## src/rtl/fxp_expr_pipe.sv

```systemverilog
// rtl/fxp_expr_pipe.sv - 3-stage fixed-point w = x*y + y*z + x + y + z with valid/ready flow control
// Define FXP_SAT_EN to clamp out-of-range results; otherwise they wrap and sat only flags them.
module fxp_expr_pipe #(
  parameter int W  = 8,
  parameter int XF = 7,
  parameter int YF = 6,
  parameter int ZF = 7,
  parameter int OW = 17,
  parameter int OF = 15
) (
  input  logic                 clk,
  input  logic                 reset_n,
  input  logic                 in_valid,
  output logic                 in_ready,
  input  logic signed [W-1:0]  x,
  input  logic signed [W-1:0]  y,
  input  logic signed [W-1:0]  z,
  output logic                 out_valid,
  input  logic                 out_ready,
  output logic signed [OW-1:0] w,
  output logic                 sat
);

  localparam int IFR  = (XF + YF >= YF + ZF) ? XF + YF : YF + ZF;
  localparam int ACCW = 2 * W + 3;
  localparam int SHL  = (OF >= IFR) ? OF - IFR : 0;
  localparam int SHR  = (OF <  IFR) ? IFR - OF : 0;
  localparam int AW   = ACCW + SHL;
  localparam int EW   = ((AW > OW) ? AW : OW) + 1;

  logic                   v1_q, v2_q, v3_q;
  logic signed [W-1:0]    x_q, y_q, z_q;
  logic signed [ACCW-1:0] p1_q, p2_q, tx_q, ty_q, tz_q;
  logic signed [OW-1:0]   w_q;
  logic                   sat_q;

  logic advance;
  assign advance = ~v3_q | out_ready;

  // Stage 2: full-width products, then every term brought to the common fraction IFR
  logic signed [2*W-1:0]  xe, ye, ze, p1, p2;
  logic signed [ACCW-1:0] p1_d, p2_d, tx_d, ty_d, tz_d;

  assign xe   = {{W{x_q[W-1]}}, x_q};
  assign ye   = {{W{y_q[W-1]}}, y_q};
  assign ze   = {{W{z_q[W-1]}}, z_q};
  assign p1   = xe * ye;
  assign p2   = ye * ze;
  assign p1_d = {{(ACCW-2*W){p1[2*W-1]}}, p1} <<< (IFR - XF - YF);
  assign p2_d = {{(ACCW-2*W){p2[2*W-1]}}, p2} <<< (IFR - YF - ZF);
  assign tx_d = {{(ACCW-W){x_q[W-1]}}, x_q} <<< (IFR - XF);
  assign ty_d = {{(ACCW-W){y_q[W-1]}}, y_q} <<< (IFR - YF);
  assign tz_d = {{(ACCW-W){z_q[W-1]}}, z_q} <<< (IFR - ZF);

  // Stage 3: sum, align to OF (floor on right shift), range-check against OW
  logic signed [ACCW-1:0] acc;
  logic signed [EW-1:0]   acc_e, aligned;
  logic [EW-OW:0]         hi;
  logic                   ovf;
  logic signed [OW-1:0]   w_d;

  assign acc     = p1_q + p2_q + tx_q + ty_q + tz_q;
  assign acc_e   = {{(EW-ACCW){acc[ACCW-1]}}, acc};
  assign aligned = (acc_e <<< SHL) >>> SHR;
  assign hi      = aligned[EW-1:OW-1];
  assign ovf     = ~((&hi) | ~(|hi));

`ifdef FXP_SAT_EN
  assign w_d = !ovf ? aligned[OW-1:0]
             : aligned[EW-1] ? {1'b1, {(OW-1){1'b0}}} : {1'b0, {(OW-1){1'b1}}};
`else
  assign w_d = aligned[OW-1:0];
`endif

  always_ff @(posedge clk or negedge reset_n) begin
    if (!reset_n) begin
      v1_q  <= 1'b0;
      v2_q  <= 1'b0;
      v3_q  <= 1'b0;
      x_q   <= '0;
      y_q   <= '0;
      z_q   <= '0;
      p1_q  <= '0;
      p2_q  <= '0;
      tx_q  <= '0;
      ty_q  <= '0;
      tz_q  <= '0;
      w_q   <= '0;
      sat_q <= 1'b0;
    end else if (advance) begin
      v1_q  <= in_valid;
      x_q   <= x;
      y_q   <= y;
      z_q   <= z;
      v2_q  <= v1_q;
      p1_q  <= p1_d;
      p2_q  <= p2_d;
      tx_q  <= tx_d;
      ty_q  <= ty_d;
      tz_q  <= tz_d;
      v3_q  <= v2_q;
      w_q   <= w_d;
      sat_q <= ovf;
    end
  end

  assign in_ready  = advance;
  assign out_valid = v3_q;
  assign w         = w_q;
  assign sat       = sat_q;

endmodule

```

## config.mk

```make
export PLATFORM = sky130hd
export DESIGN_NAME = fxp_expr_pipe
export DESIGN_NICKNAME = d
export VERILOG_FILES = /design/src/rtl/fxp_expr_pipe.sv
export SDC_FILE = /design/constraint.sdc
export NUM_CORES = 1
export LEC_CHECK = 0
export BUFFER_PORTS_ARGS = -buffer_cell sky130_fd_sc_hd__buf_2
export CAP_MARGIN = 5
export CORE_MARGIN = 2
export CORE_UTILIZATION = 30
export DETAILED_ROUTE_END_ITERATION = 8
export GPL_TIMING_DRIVEN = 0
export HOLD_SLACK_MARGIN = 0.15
export SLEW_MARGIN = 20
export SYNTH_ARGS = -nofsm -noshare
export SYNTH_HDL_FRONTEND = slang
export SYNTH_SLANG_ARGS = --single-unit
```

## constraint.sdc

```tcl
create_clock -name clk -period 4.4 [get_ports clk]
set_input_delay 0.22 -clock clk [delete_from_list [all_inputs] [get_ports clk]]
set_output_delay 0.22 -clock clk [all_outputs]
set_load 0.02 [all_outputs]
```

==> run metrics <==
drt drc=0; final setup skew=16.1 ps; CP Class=flip-flop to flip-flop; Critical Path End Type=flip-flop; ANT nets after route=0; Num CTS Buffers=9; Avg WL per Cell=15.5 microns; failing checks=negative setup slack; Rows=68; Tightest Pin Transition=896 ps; Critical Path Max Stage Delay=540 ps; Die Ht=190 microns; critical path startpoint category=flip-flop; Iter 0 DRT Violations=412; Overflow after GRT=0; Period minus WS final=4480 ps; Yosys cell types=48; Ys Warns=0; area grow syn2layout=22.4%; vias per cell=4.53; crit-path max FO=9; worst endpoint required time=4660 ps; Final Max Slew Viols=0; Core Area=34300 sq um; drt first pass iters=4; Post-DP HPWL=19.6 mm; largest net degree at the start of global routing=69; placed instance count=1652; setup_tns=-127 ps; htree depth=3; Max Freq=223 MHz; cell area after synthesis=10300 sq um; total number of vias=7856; clk buf depth=2; Yosys reg bits=99; root buffer cell=clkbuf_16; status=finished with violations; layout cells sized above 1=16.7%; buffers added on ports=45; mean post-synth cell area=9.00 sq um; Post-synth EDFFs=0; Max-slew headroom=40.3%; Tot GR Track Use=15.5%; Worst EP arrival=4740 ps; Num Clock Sinks=99; I/O pin count=48; TritonCTS clock tree=yes; critical path's slowest cell=fa_1; CP most frequent cell=fa_1; Worst-path clk slew=90 ps; Async SR Flop Fraction=100%; RSZ-0062 raised after global routing=true; Initial Utilization=30.2%; Clk Latency, worst-skew pair=380 ps; min setup slack post-route=-82.1 ps; initial antenna violation count=0; die area=36000 sq um; final setup violation count=3; chip width=190 microns; worst r2r path cells=17; WL final=26.9 mm; Mapped Cells=1150; max_cap viols=0; Hold Path Class=input port to async pin; GP Congestion=0.820; Fin. Hold Viols=0; non-filler cells, final=1736; sequential fraction of the synthesis area=23.9%; fin util=36.9%; first-pass GRT wire length=43.2 mm; vias in the first global route=8145; diode count=0; commonest register cell after synthesis=dfrtp_1; CP Cell Sequence=clkbuf_16 -> nand2_1 -> fa_1 -> inv_1 -> fa_1 -> fa_1 -> inv_1 -> fa_1 -> inv_1 -> ha_4 -> clkinv_2 -> o21bai_4 -> a21oi_2 -> o21bai_1 -> a31oi_2 -> mux2i_1 -> a2111o_1; period utilisation layout=102%; NumNets Final=1536
-- synthesized netlist by cell type, types with 2 or more instances --
| master | count | area, sq um |
|---|---|---|
| nand2_1 | 234 | 878 |
| inv_1 | 222 | 833 |
| fa_1 | 143 | 2860 |
| dfrtp_1 | 99 | 2480 |
| ha_1 | 89 | 1110 |
| and2_1 | 82 | 513 |
| a21oi_1 | 41 | 205 |
| clkbuf_1 | 34 | 128 |
| nor2_1 | 32 | 120 |
| xnor2_1 | 30 | 263 |
| o21ai_1 | 16 | 80.1 |
| nand3_1 | 12 | 60.1 |
| o21ai_0 | 11 | 55.1 |
| nor2b_1 | 10 | 62.6 |
| xor2_1 | 10 | 87.6 |
| nor3_1 | 9 | 45.0 |
| a21o_1 | 8 | 60.1 |
| buf_1 | 8 | 30.0 |
| nand2b_1 | 6 | 37.5 |
| a211oi_1 | 5 | 37.5 |
| o21a_1 | 5 | 37.5 |
| o21bai_1 | 5 | 37.5 |
| o31ai_1 | 5 | 37.5 |
| and3_1 | 4 | 25.0 |
| a2111o_1 | 2 | 22.5 |
| a41oi_1 | 2 | 17.5 |
| buf_4 | 2 | 15.0 |
| nand3b_1 | 2 | 15.0 |
| nor3b_1 | 2 | 15.0 |
| or2_2 | 2 | 12.5 |
-- placed cells by master (no fill, tap or decap), drive strengths merged, types with 5 or more instances in the layout --
cell	instances
nand3	12
inv	225
nor2b	10
o31ai	6
fa	143
o21bai	5
nand2	234
o21a	5
a211oi	6
o21ai	27
nand2b	6
and2	82
a21o	8
buf	112
dfrtp	99
a21oi	42
ha	89
xor2	10
xnor2	30
clkbuf	29
nor2	32
nor3	10
dlygate4sd3	26
-- cells by family (layout without fill, tap and decap cells) --
group	after synthesis	count (layout)	share of synthesized area [%]
simple gates	398	398	17.5
buf+inv	267	397	9.76
fa+ha+maj	232	232	38.4
compound gates	112	112	6.80
flops	99	99	23.9
xor+xnor	40	40	3.39
other cells	1	2	0.0362
mux	1	1	0.0968
-- sequential cells by signal (all words and copies together), names as in the netlist --
| signal | cells |
|---|---|
| p2_q | 16 |
| y_q | 8 |
| v1_q | 1 |
| w | 15 |
| sat | 1 |
| out_valid | 1 |
| z_q | 8 |
| tz_q | 8 |
| tx_q | 8 |
| x_q | 8 |
| v2_q | 1 |
| ty_q | 8 |
| p1_q | 16 |
-- critical path: cells and delay by family, from the launching register on --
kind / cells / cell delay (ps)
muxes: 1 / 140
adders and majority gates: 5 / 2340
and+or+nand+nor: 1 / 70
buffers and inverters: 5 / 420
AOI/OAI and AO/OA: 5 / 980
DFF: 1 / 410
-- timing repair --
item / CTS / global route
buffers inserted: 32 / 22
setup endpoints to repair: 15 / 9
hold endpoints to repair: 75 / 0
gates resized for setup: 82 / 49
hold buffers: 26 / 0
pin swaps: 28 / 41
-- cell type report --
class                      count  area, sq um
fill                        3487        21600
inverter                     223          841
clock buffer                   9          225
buffer                        32          263
multi-input combinational    785         7190
clock inverter                 7          105
timing repair buffer         126          966
tap                          455          569
sequential                    99         2500
-- worst paths after layout --
path	from	end	slack, ps
setup / recovery	y_q[4]	p1_q[14]	-80
hold / removal	reset_n	sat	300
setup reg to reg	y_q[4]	p1_q[14]	-80
hold reg to reg	w[5]	w[5]	460
max in group asynchronous	reset_n	y_q[2]	3380
min in group clk	out_ready	p1_q[14]	400
-- per-stage QoR --
step	worst slack (ps)	hold slack, ps	area [sq um]
finish	-82.1	303	12700
global route	-247	329	12700
CTS	-61.0	312	12300
detailed placement	-854	142	11200
global placement	-798	424	11200
floorplan	1.60	-75.6	10400
-- metal layers --
layer	global-route usage (%)	up-vias	share of wire, %
met5	0	-	0
met4	4.26	0	1.9
met2	25.8	151	48
met1	21.2	3940	47
li1	-	3735	-
met3	2.08	30	3.5
Power is not shown: default switching activity piles up to over one toggle a cycle in this logic, so the estimate is an artifact.
